[config.mk]
export PLATFORM = sky130hd
export DESIGN_NAME = gate_sweep_ctrl
export DESIGN_NICKNAME = d
export VERILOG_FILES = /design/src/rtl/gate_sweep_ctrl.sv
export SDC_FILE = /design/constraint.sdc
export NUM_CORES = 1
export LEC_CHECK = 0
export CAP_MARGIN = 0
export CORE_MARGIN = 2
export CORE_UTILIZATION = 55
export CTS_CLUSTER_SIZE = 40
export DETAILED_ROUTE_END_ITERATION = 16
export PLACE_DENSITY_LB_ADDON = 0.05
export SLEW_MARGIN = 20
export SYNTH_ARGS = -nofsm -noshare
export SYNTH_HDL_FRONTEND = slang
export SYNTH_SLANG_ARGS = --single-unit
[constraint.sdc]
create_clock -name i_clk -period 4.4 [get_ports i_clk]
set_input_delay 0.44 -clock i_clk [delete_from_list [all_inputs] [get_ports i_clk]]
set_output_delay 0.44 -clock i_clk [all_outputs]
set_load 0.05 [all_outputs]
[src/rtl/gate_sweep_ctrl.sv]
// gate_sweep_ctrl: exhaustive stimulus sequencer for a small combinational
// gate under test. Steps a drive vector through every input combination,
// holds each one for DWELL cycles, samples the gate output into a truth
// table and compares that table against EXPECTED.
//
// Ports:
//   i_clk        system clock
//   i_rst        synchronous, active-high reset (priority over start)
//   i_start      sweep request, sampled only while idle
//   i_gate_z     output of the gate under test (combinational from o_x)
//   o_x          drive vector; o_x[N_IN-1] feeds gate input x0
//   o_busy       high from sweep accept until the done cycle ends
//   o_done       one-cycle pulse at sweep end
//   o_table      captured truth table, bit i = gate_z while x == i
//   o_pass       captured table equals EXPECTED (valid from done)
//   o_err_valid  at least one mismatch seen in the current or last sweep
//   o_err_idx    index of the first mismatch, 0 when o_err_valid = 0
//
// Build option: define GATE_SWEEP_LOOP_EN to make the sequencer restart
// a new sweep straight after each done cycle; only reset stops it.

module gate_sweep_ctrl #(
    parameter int                 N_IN     = 3,
    parameter int                 DWELL    = 4,
    parameter logic [2**N_IN-1:0] EXPECTED = 8'hFE
) (
    input  logic                 i_clk,
    input  logic                 i_rst,
    input  logic                 i_start,
    input  logic                 i_gate_z,
    output logic [N_IN-1:0]      o_x,
    output logic                 o_busy,
    output logic                 o_done,
    output logic [2**N_IN-1:0]   o_table,
    output logic                 o_pass,
    output logic                 o_err_valid,
    output logic [N_IN-1:0]      o_err_idx
);

    localparam int NV = 2**N_IN;
    localparam int CW = (DWELL > 1) ? $clog2(DWELL) : 1;
    localparam logic [CW-1:0]   CNT_LOAD = CW'(DWELL - 1);
    localparam logic [N_IN-1:0] X_LAST   = N_IN'(NV - 1);

    typedef enum logic [1:0] {
        S_IDLE,
        S_DRIVE,
        S_SAMPLE,
        S_DONE
    } state_t;

    state_t            r_state;
    state_t            w_state;

    logic [N_IN-1:0]   r_x;
    logic [CW-1:0]     r_cnt;
    logic              r_busy;
    logic              r_done;
    logic [NV-1:0]     r_table;
    logic              r_pass;
    logic              r_err_valid;
    logic [N_IN-1:0]   r_err_idx;

    logic [N_IN-1:0]   w_x;
    logic [CW-1:0]     w_cnt;
    logic              w_busy;
    logic              w_done;
    logic [NV-1:0]     w_table;
    logic              w_pass;
    logic              w_err_valid;
    logic [N_IN-1:0]   w_err_idx;

    // State register
    always_ff @(posedge i_clk) begin
        if (i_rst) begin
            r_state <= S_IDLE;
        end else begin
            r_state <= w_state;
        end
    end

    // Next-state and next-output logic. Every output is registered, so
    // o_done is raised on the transition into S_DONE and is high for
    // exactly the cycle spent there.
    always_comb begin
        w_state     = r_state;
        w_x         = r_x;
        w_cnt       = r_cnt;
        w_busy      = r_busy;
        w_done      = 1'b0;
        w_table     = r_table;
        w_pass      = r_pass;
        w_err_valid = r_err_valid;
        w_err_idx   = r_err_idx;

        unique case (r_state)
            S_IDLE: begin
                w_x    = '0;
                w_busy = 1'b0;
                if (i_start) begin
                    w_state     = S_DRIVE;
                    w_busy      = 1'b1;
                    w_cnt       = CNT_LOAD;
                    w_table     = '0;
                    w_pass      = 1'b0;
                    w_err_valid = 1'b0;
                    w_err_idx   = '0;
                end
            end

            S_DRIVE: begin
                if (r_cnt == '0) begin
                    w_state = S_SAMPLE;
                end else begin
                    w_cnt = r_cnt - 1'b1;
                end
            end

            S_SAMPLE: begin
                w_table[r_x] = i_gate_z;
                // Only the first mismatch of a sweep is recorded
                if ((i_gate_z != EXPECTED[r_x]) && !r_err_valid) begin
                    w_err_valid = 1'b1;
                    w_err_idx   = r_x;
                end
                if (r_x == X_LAST) begin
                    w_state = S_DONE;
                    w_done  = 1'b1;
                    // Compare with the final bit merged in so that
                    // o_pass is already valid during the done cycle
                    w_pass  = (w_table == EXPECTED);
                end else begin
                    w_state = S_DRIVE;
                    w_x     = r_x + 1'b1;
                    w_cnt   = CNT_LOAD;
                end
            end

            S_DONE: begin
`ifdef GATE_SWEEP_LOOP_EN
                w_state     = S_DRIVE;
                w_busy      = 1'b1;
                w_x         = '0;
                w_cnt       = CNT_LOAD;
                w_table     = '0;
                w_err_valid = 1'b0;
                w_err_idx   = '0;
`else
                w_state = S_IDLE;
                w_busy  = 1'b0;
                w_x     = '0;
`endif
            end

            default: begin
                w_state = S_IDLE;
                w_busy  = 1'b0;
                w_x     = '0;
            end
        endcase
    end

    // Datapath registers
    always_ff @(posedge i_clk) begin
        if (i_rst) begin
            r_x         <= '0;
            r_cnt       <= '0;
            r_busy      <= 1'b0;
            r_done      <= 1'b0;
            r_table     <= '0;
            r_pass      <= 1'b0;
            r_err_valid <= 1'b0;
            r_err_idx   <= '0;
        end else begin
            r_x         <= w_x;
            r_cnt       <= w_cnt;
            r_busy      <= w_busy;
            r_done      <= w_done;
            r_table     <= w_table;
            r_pass      <= w_pass;
            r_err_valid <= w_err_valid;
            r_err_idx   <= w_err_idx;
        end
    end

    assign o_x         = r_x;
    assign o_busy      = r_busy;
    assign o_done      = r_done;
    assign o_table     = r_table;
    assign o_pass      = r_pass;
    assign o_err_valid = r_err_valid;
    assign o_err_idx   = r_err_idx;

endmodule
* After elaboration in Yosys (flattened, before gate mapping) *
Memory sizes are Yosys's and may differ from the RTL's. A register that Yosys moved wholly into a read port is not among the register bits.
Cells that the tools add are included.

cells by class
  add/subtract/negate cells = 2
  magnitude comparators = 2
  eq/ne operators = 12
  muxes and demuxes = 29
  bitwise gates (word level) = 1
  reduce and logical (&&, ||, !) cells = 17

operator list
  kind                 count
  $pmux 8 s2           1
  $mux 3               5
  $mux 2               6
  $ne 2x2->1 const B   6
  $pmux 3 s2           2
  $bwmux 8             1
  $eq 8x8->1 const B   1
  $mux 8               1
  $pmux 2 s4           1
  $mux 1               7
  $pmux 1 s2           3
  $pmux 2 s3           1
  $reduce_and 2->1     3
  $reduce_and 3->1     2
  $reduce_bool 2->1    3
  $eq 2x2->1 const B   2
  $logic_not 2->1      2
  $lt 3x4->1 const B   1
  $reduce_and 4->1     1
  $reduce_or 2->1      2
  $add 3x1->3 const B  1
  $demux 1 s3          1
  $eq 3x3->1 const B   1
  $ge 3x1->1 const B   1
  other kinds (7)      8

storage, ports and cells
  register bits = 22
  memory bits (read-only) = 8
  output and inout bits = 18
  memories kept = 1

memory list
  memory            depth  width  read ports  clocked after memory_dff  write ports  RTL line  text
  (name not given)  8      1      1           1                         0            122       if ((i_gate_z != EXPECTED[r_x]) && !r_err_valid) begin

* Longest topological paths before layout *
Gate-level depths: netlist of run 1.

  depth in word-level cells = 8
  mapped depth = 7

* Least setup slack after synthesis of run 1 *
Ideal clock, no wire load.

  kind = register to register
  start point = register r_x[1] (netlist: o_x[1])
  end point = register (tool-made name)
  library setup time = 0.127 ns
  arrival = 1.872 ns
  setup slack = 2.401 ns
  cell stages (with the launch flop) = 7
  path buffers = 0
  clock period less this slack = 1.999 ns
  path through = dfxtp_1 ha_1 ha_1 and3b_1 o21ai_1 a21oi_1 or3_1

RTL lines
  what                    RTL line  text
  start, declared         55        logic [N_IN-1:0] r_x;
  start signal, assigned  175       r_x <= w_x;

* Worst setup path after layout of run 1 *
  start point = register r_x[0] (netlist: o_x[0])
  end point = output o_x[0]

RTL lines
  what           RTL line  text
  end, declared  31        output logic [N_IN-1:0] o_x,

No word-level cell between the ends.

==> impl_metrics.toml, run 1 <==
[clocking]
clockBufferDepth = 2
ctsHtreeMaxLevel = 1
postCtsSetupRepairBufs = 0
cts_hold_buffers = 0
clk_pin_slew_ps = 140
clockRootBuffer = "clkbuf_4"
cts_resized = 0
cts_tree = "done"
cts_sinks = 23
worstSkewPairLatency_ps = 320
cts-buffers-inserted = 3

[job]
max_cap_viol_count = 0

[placement]
portBuffers = 21
dpl.hpwl_um = 1794
gp_congestion = 0.7635
placed_cells = 186

[grt]
grt_pass1_wl_um = 4436
grt_max_degree = 24
grt_antenna_before_repair = 0
grt.overflow.total = 0
grt.total_usage_pct = 21.83
grt_pass1_vias = 997

[power_and_ir_drop]
p_per_area_nw_per_um2 = 415.6
irDropWorstVdd_mv = 0.3122
leakage_nw = 0.5834

[synthesis]
synth_nets = 157
yosysTopAreaCell = "dfxtp_1"
synth_top_family_by_area = "simple AND/OR/NAND/NOR gates"
ys.flop_type = "dfxtp_1"
synth_area_per_cell_um2 = 8.707
synthMuxAreaShare_pct = 7.929
synth_xor_area_share_pct = 1.388
ys_types = 33
yosysMostFrequentCell = "dfxtp_1"
synth_compound_area_share_pct = 17.94
synthAdderAreaFrac_pct = 7.929
synth.area.top_cells = "dfxtp_1 (36%), ha_1 (7.9%), mux2i_1 (7.9%), a21oi_1 (5.2%), a2bb2oi_1 (4.9%)"
yosysSeqAreaShare_pct = 36.47
synthTopCellsByCount = "dfxtp_1 (23), nor2_1 (14), a21oi_1 (13)"
netlist_instances = 145
synth_area_um2 = 1262
synthArstFlopShare_pct = 0
ys_ff_latch = 23
synth_top_area_share_pct = 36.47
yosys_warnings = 0
yosys.area_share.simple_pct = 22.60
synth_edf_count = 0

[die]
initial_core_util_pct = 57.62
die_w_um = 51.91
io_pins = 22
coreArea_um2 = 2191
die_h_um = 51.91
rows = 17
fp.dieArea_um2 = 2695

[setup_path]
setup.worst_path.class = "flip-flop to primary output"
start_kind = "flip-flop"
required_ps = 3960
crit_path_end_kind = "primary output"
crit_family = "buffers and inverters"
max_stage_delay_ps = 920
path_cells = "clkdlybuf4s50_1"
cp.arrival_ps = 1970
cp_slowest_cell = "clkdlybuf4s50_1"
cp_max_fo = 17
worst-path-buf-inv = 1

[run_status]
status = "complete, no violations"

[timing]
fin_worst_skew_ps = 8.248
fin_crit_ps = 2411
clock.fmax_mhz = 414.8
tns_ps = 0
finalHoldViolations = 0
setup_viol = 0
relSlewSlack_pct = 26.46
rsz0062_at_grt = "false"
finalCritPeriodShare_pct = 54.80
fin_hold_ws_ps = 493.6
tightestPinTransition_ps = 1072
drv_slew = 0

[drt]
dr.pass1.iters = 4
routed_via_density = 5.616
totalWireLength_um = 2601
detail-route-antenna-nets = 0
drt-initial-drc-count = 18
num_vias = 1067
wl_per_cell_um = 13.69
drc = 0

[final_layout]
fin_util_pct = 68.13
num-nets-final = 175
fin_cells = 190
area_delta_synth_final_pct = 18.24
n_antenna_cell = 0
drive_gt1_share_pct = 4.938
multiInputGateArea_um2 = 729.5
register_area_um2 = 460.4
nFillCells = 190

[hold_path]
hp-class = "flip-flop to flip-flop"
-- sequential cells by signal (all words and copies together), names as in the netlist, named ones only --
name         cells
o_pass           1
r_state          2
o_err_idx        3
o_done           1
o_busy           1
o_err_valid      1
o_table          8
r_cnt            2
o_x              3
-- metal layers --
layer / vias to the layer above / part of all wire, % / GRT usage, %
met2: 23 / 47 / 37.76
li1: 543 / - / -
met1: 496 / 49 / 26.93
met5: - / 0 / 0
met3: 5 / 2.6 / 3.736
met4: 0 / 1.3 / 7.895
-- through the flow --
step,instance area [um2],power [mW],setup WS (ps)
after CTS,1493,0.6210,2002
final,1493,0.6203,1989
after detailed placement,1465,0.5187,2010
after global placement,1465,0.5086,2048
after floorplan,1262,0.4629,2401
after global routing,1493,0.6686,1823
-- layout make-up --
cell class,count,area share (%)
tap,28,2.347
clock inverter,1,0.3353
sequential,23,30.85
timing repair buffer,21,14.08
inverter,8,2.012
multi-input combinational,106,48.87
clock buffer,3,1.509
-- path summary, 6_finish.rpt --
kind                            slack (ps)        to        from  cells past startpoint
worst min register to register         490  r_cnt[1]    r_cnt[1]                      2
worst max-delay path                  1990    o_x[0]      o_x[0]                      1
worst max register to register        2000    o_pass  r_state[0]                      6
worst min-delay path                   490  r_cnt[1]    r_cnt[1]                      2
-- worst register-to-register path, delay by kind of cell (launching register included) --
family / cells / cell delay (ps)
AOI/OAI and AO/OA: 2 / 350
adders and majority gates: 1 / 380
muxes: 1 / 870
and+or+nand+nor: 1 / 190
DFF: 1 / 420
buffers and inverters: 1 / 110
-- logic make-up after synthesis --
group                      after synthesis
and+or+nand+nor                         51
AOI/OAI and AO/OA                       35
DFF                                     23
buffers and inverters                   16
muxes                                   10
adders and majority gates                8
xor gates and xnor gates                 2
-- report_power, final --
| part | total [mW] | internal, mW | switching, mW |
|---|---|---|---|
| Clock | 0.101 | 0.0340 | 0.0674 |
| Combinational | 0.263 | 0.100 | 0.163 |
| Sequential | 0.256 | 0.233 | 0.0230 |
-- layout by cell type, fill, tap and decap left out --
cell	count
dfxtp_1	23
clkdlybuf4s50_1	21
nor2_1	14
a21oi_1	13
nand2_1	12
mux2i_1	10
inv_1	8
ha_1	8
a2bb2oi_1	7
o21ai_0	6
nor3b_1	5
nand3_1	3
a211oi_1	3
and2_1	3
nand3b_1	3
clkbuf_4	3
nor2b_1	2
xnor2_1	2
nor3b_2	2
nor4b_2	1
o21a_1	1
nand2b_1	1
nor3_1	1
and3b_1	1
o21ai_1	1
o31ai_1	1
a31o_2	1
nor4b_1	1
a41o_1	1
nand4_1	1
or3_1	1
a311oi_1	1
clkinv_2	1
(Power assumes the default switching activity.)
==> run 2, diff against run 1 <==
--- a/config.mk
+++ b/config.mk
@@ -7,7 +7,7 @@
 export LEC_CHECK = 0
 export CAP_MARGIN = 0
 export CORE_MARGIN = 2
-export CORE_UTILIZATION = 55
+export CORE_UTILIZATION = 46
 export CTS_CLUSTER_SIZE = 40
 export DETAILED_ROUTE_END_ITERATION = 16
 export PLACE_DENSITY_LB_ADDON = 0.05
==> constraint.sdc (replaced) <==
create_clock -name i_clk -period 2.18 [get_ports i_clk]
set_input_delay 0.218 -clock i_clk [delete_from_list [all_inputs] [get_ports i_clk]]
set_output_delay 0.218 -clock i_clk [all_outputs]
set_load 0.05 [all_outputs]
==> impl_metrics.toml, run 2 (synthesis results as in run 1) <==
[final_layout]
num-nets-final = 181
nFillCells = 239
multiInputGateArea_um2 = 729.5
register_area_um2 = 460.4
n_antenna_cell = 0
area_delta_synth_final_pct = 21.90
drive_gt1_share_pct = 7.738
fin_cells = 198
final_cell_mix = "dfxtp_1 (23), clkdlybuf4s50_1 (21), nor2_1 (14)"
layout_commonest_cell = "dfxtp_1"
largest_reg_flops = 8

[clocking]
postCtsSetupRepairBufs = 0
cts_sinks = 23
cts-buffers-inserted = 3
clk_pin_slew_ps = 120
cts_resized = 0
cts_hold_buffers = 0
ctsHtreeMaxLevel = 1
clockRootBuffer = "clkbuf_4"
cts_tree = "done"
clockBufferDepth = 2
worstSkewPairLatency_ps = 300

[power_and_ir_drop]
p_switching_uw = 501.7
swShare_pct = 39.53
comb_power_share_pct = 44.9
p_per_area_nw_per_um2 = 824.8
p_seq_share_pct = 39.9
irDropWorstVdd_mv = 0.8041
p_clk_share_pct = 15.3
p_int_uw = 767.6
leakage_nw = 0.6104

[placement]
portBuffers = 21
dpl.hpwl_um = 1984
gp_congestion = 0.7209
placed_cells = 194

[drt]
drt-initial-drc-count = 19
totalWireLength_um = 2618
dr_wl_met3_um = 52
met1_length_um = 1342
dr.pass1.iters = 4
wl_per_cell_um = 13.22
routed_via_density = 5.500
met2_length_um = 1209
drc = 0
detail-route-antenna-nets = 0
top_layer = "met4"
num_vias = 1089

[grt]
grt_antenna_before_repair = 0
grt_max_degree = 17
grt.overflow.total = 0
grt_pass1_wl_um = 4554
grt.total_usage_pct = 17.55
grt_pass1_vias = 1029

[timing]
clock.fmax_mhz = 488.1
rsz0062_at_grt = "false"
fin_worst_skew_ps = 5.292
setup_viol = 0
finalHoldViolations = 0
drv_slew = 0
finalCritPeriodShare_pct = 93.97
relSlewSlack_pct = 66.74
fin_crit_ps = 2049
tightestPinTransition_ps = 497.4
tns_ps = 0

[setup_path]
start_kind = "flip-flop"
max_stage_delay_ps = 900
worst-path-buf-inv = 1
cp_slowest_cell = "clkdlybuf4s50_1"
setup.worst_path.class = "flip-flop to primary output"
r2r_start = "o_x[2]"
required_ps = 1960
cp.arrival_ps = 1830
cp_max_fo = 14
path_cells = "clkdlybuf4s50_1"
crit_family = "buffers and inverters"
crit_path_end_kind = "primary output"
startpoint = "o_x[2]"

[die]
die_h_um = 56.39
fp.dieArea_um2 = 3179
rows = 18
io_pins = 22
coreArea_um2 = 2545
die_w_um = 56.39
initial_core_util_pct = 49.61

[run_status]
status = "complete, no violations"

[hold_path]
hp-class = "flip-flop to flip-flop"
hp-start = "o_err_idx[1]"

[job]
max_cap_viol_count = 0
[run 2: cell count changes in the layout (fill, tap and decap cells not counted), sizes merged]
cell | before | now
buf | 0 | 6
clkbuf | 3 | 4
clkinv | 1 | 0
[run 2: cell type report]
cell class	instances	area share, %
clock buffers	4	1.707
inverters	8	1.951
multi-input cells	106	47.40
flip-flops and latches	23	29.92
well taps	30	2.439
repair buffers	27	16.59
[run 2: through the flow]
| step | power (mW) | hold WS, ps | worst slack (ps) | util [%] | instance area [um2] |
|---|---|---|---|---|---|
| finish | 1.269 | 486.3 | 131.4 | 60.47 | 1539 |
| CTS | 1.279 | 490.3 | 100.9 | 60.47 | 1539 |
| global route | 1.358 | 509.4 | 25.46 | 60.47 | 1539 |
| global placement | 1.060 | 462.2 | 395.6 | 59.44 | 1513 |
| detailed placement | 1.082 | 472.8 | 330.3 | 59.44 | 1513 |
| floorplan | 0.9344 | 294.1 | 181.3 | - | 1262 |
[run 2: worst paths after layout]
kind,to,slack (ps),depth (start not counted)
setup reg to reg,flip-flop,310,5
hold reg to reg,o_err_idx[1],490,2
setup / recovery,o_x[2],130,1
hold / removal,o_err_idx[1],490,2
[run 2: metal layers]
metal / global-route usage, % / vias up
met4: 5.102 / 0
li1: - / 556
met2: 27.90 / 13
met1: 24.89 / 518
met5: 0 / -
met3: 2.074 / 2
[run 2: power by group through the flow]
stage	clock network (mW)	registers [mW]	logic, mW
after detailed placement	0	0.517	0.565
after floorplan	0	0.557	0.377
after global placement	0	0.513	0.547
final	0.194	0.506	0.569
after global routing	0.217	0.514	0.628
after CTS	0.203	0.507	0.568
==> run 3, diff against run 2 <==
--- a/config.mk
+++ b/config.mk
@@ -7,10 +7,10 @@
 export LEC_CHECK = 0
 export CAP_MARGIN = 0
 export CORE_MARGIN = 2
-export CORE_UTILIZATION = 46
+export CORE_UTILIZATION = 51
 export CTS_CLUSTER_SIZE = 40
 export DETAILED_ROUTE_END_ITERATION = 16
-export PLACE_DENSITY_LB_ADDON = 0.05
+export PLACE_DENSITY = 0.77
 export SLEW_MARGIN = 20
 export SYNTH_ARGS = -nofsm -noshare
 export SYNTH_HDL_FRONTEND = slang
==> constraint.sdc (replaced) <==
create_clock -name i_clk -period 2.19 [get_ports i_clk]
set_input_delay 0.219 -clock i_clk [delete_from_list [all_inputs] [get_ports i_clk]]
set_output_delay 0.219 -clock i_clk [all_outputs]
set_load 0.05 [all_outputs]
==> impl_metrics.toml, run 3 (synthesis results as in run 1) <==
[drt]
drc = 0
wl_per_cell_um = 13.01
detail-route-antenna-nets = 0
totalWireLength_um = 2575
num_vias = 1078
routed_via_density = 5.444
drt-initial-drc-count = 14
dr.pass1.iters = 4

[setup_path]
start_kind = "flip-flop"
setup.worst_path.class = "flip-flop to primary output"
cp.arrival_ps = 1830
required_ps = 1970
path_cells = "clkdlybuf4s50_1"
cp_slowest_cell = "clkdlybuf4s50_1"
r2r_start = "o_x[2]"
max_stage_delay_ps = 890
crit_path_end_kind = "primary output"
r2r_slack_ps = 370
cp_max_fo = 14
crit_family = "buffers and inverters"
worst-path-buf-inv = 1
rr_worst_depth = 5

[clocking]
cts_resized = 0
cts_tree = "done"
clk_pin_slew_ps = 130
ctsHtreeMaxLevel = 1
cts_sinks = 23
clockRootBuffer = "clkbuf_4"
worstSkewPairLatency_ps = 320
postCtsSetupRepairBufs = 0
cts_hold_buffers = 0
cts-buffers-inserted = 3
clockBufferDepth = 2

[hold_path]
hold_depth = 2
hold_path_end = "r_cnt[1]"
hp-class = "flip-flop to flip-flop"
hp-start = "r_cnt[1]"

[power_and_ir_drop]
leakage_nw = 0.6104
p_per_area_nw_per_um2 = 828.4
irDropWorstVdd_mv = 0.7375
p_total_mw = 1.275

[die]
rows = 18
die_w_um = 53.76
die_h_um = 53.76
coreArea_um2 = 2410
initial_core_util_pct = 52.39
fp.dieArea_um2 = 2890
io_pins = 22

[timing]
fin_crit_ps = 2049
relSlewSlack_pct = 66.55
finalHoldViolations = 0
setup_viol = 0
clock.fmax_mhz = 488.1
rsz0062_at_grt = "false"
drv_slew = 0
tns_ps = 0
finalCritPeriodShare_pct = 93.56
tightestPinTransition_ps = 500.2
fin_worst_skew_ps = 4.883

[final_layout]
area_delta_synth_final_pct = 21.90
n_antenna_cell = 0
num-nets-final = 181
register_area_um2 = 460.4
fin_util_pct = 63.86
drive_gt1_share_pct = 7.738
multiInputGateArea_um2 = 729.5
layout_commonest_cell = "dfxtp_1"
final_cell_mix = "dfxtp_1 (23), clkdlybuf4s50_1 (21), nor2_1 (14)"
nFillCells = 192
fin_area_um2 = 1539
largest_reg_flops = 8

[placement]
gp_congestion = 0.7585
portBuffers = 21
placed_cell_area_um2 = 1513
dpl.hpwl_um = 1915

[run_status]
status = "complete, no violations"

[grt]
grt.overflow.total = 0
grt.total_usage_pct = 21.77
grt_pass1_wl_um = 4547
grt_pass1_vias = 996
grt_max_degree = 17
grt_antenna_before_repair = 0

[job]
max_cap_viol_count = 0
## run 3: cell counts in the layout (fill, tap and decap cells not counted)
No cell type changed its count.
## run 3: worst max-delay path by stage
stage	from	end	cells after the start	slack [ps]
2_1_floorplan	o_x[1]	flip-flop	6	190
3_3_place_gp	o_x[2]	flip-flop	5	440
3_5_place_dp	o_x[2]	flip-flop	5	380
4_1_cts	o_x[2]	o_x[2]	1	120
5_1_grt	o_x[2]	o_x[2]	1	30
6_report	o_x[2]	o_x[2]	1	140
## run 3: worst min-delay path, stage by stage (launching register included)
cell      delay (ps)
dfxtp_1          320
inv_1             60
a211oi_1          70
## run 3: cell type report
type	count	area share [%]
Clock buffer	4	1.707
Inverter	8	1.951
Multi-Input combinational cell	106	47.40
Sequential cell	23	29.92
Tap cell	30	2.439
Timing Repair Buffer	27	16.59
## run 3: metrics by stage
stage          hold WS, ps  setup slack, ps  std cells
5_1_grt              521.7            34.45        198
6_report             483.2            141.1        198
3_5_place_dp         468.0            382.4        194
4_1_cts              486.0            124.7        198
3_3_place_gp         451.3            439.0        194
2_1_floorplan        295.1            191.3        145
## run 3: power by group
part,internal [mW],leakage (nW),switching [mW]
clock,0.0714,0.0150,0.132
combinational,0.226,0.409,0.341
sequential,0.467,0.187,0.0384
total,0.764,0.610,0.511
## run 3: metal layers
layer | track usage, % | up-vias | wire, um
li1 | - | 557 | -
met1 | 30.31 | 491 | 1299
met2 | 33.33 | 23 | 1104
met3 | 2.500 | 7 | 97
met4 | 10.26 | 0 | 73
met5 | 0 | - | 0
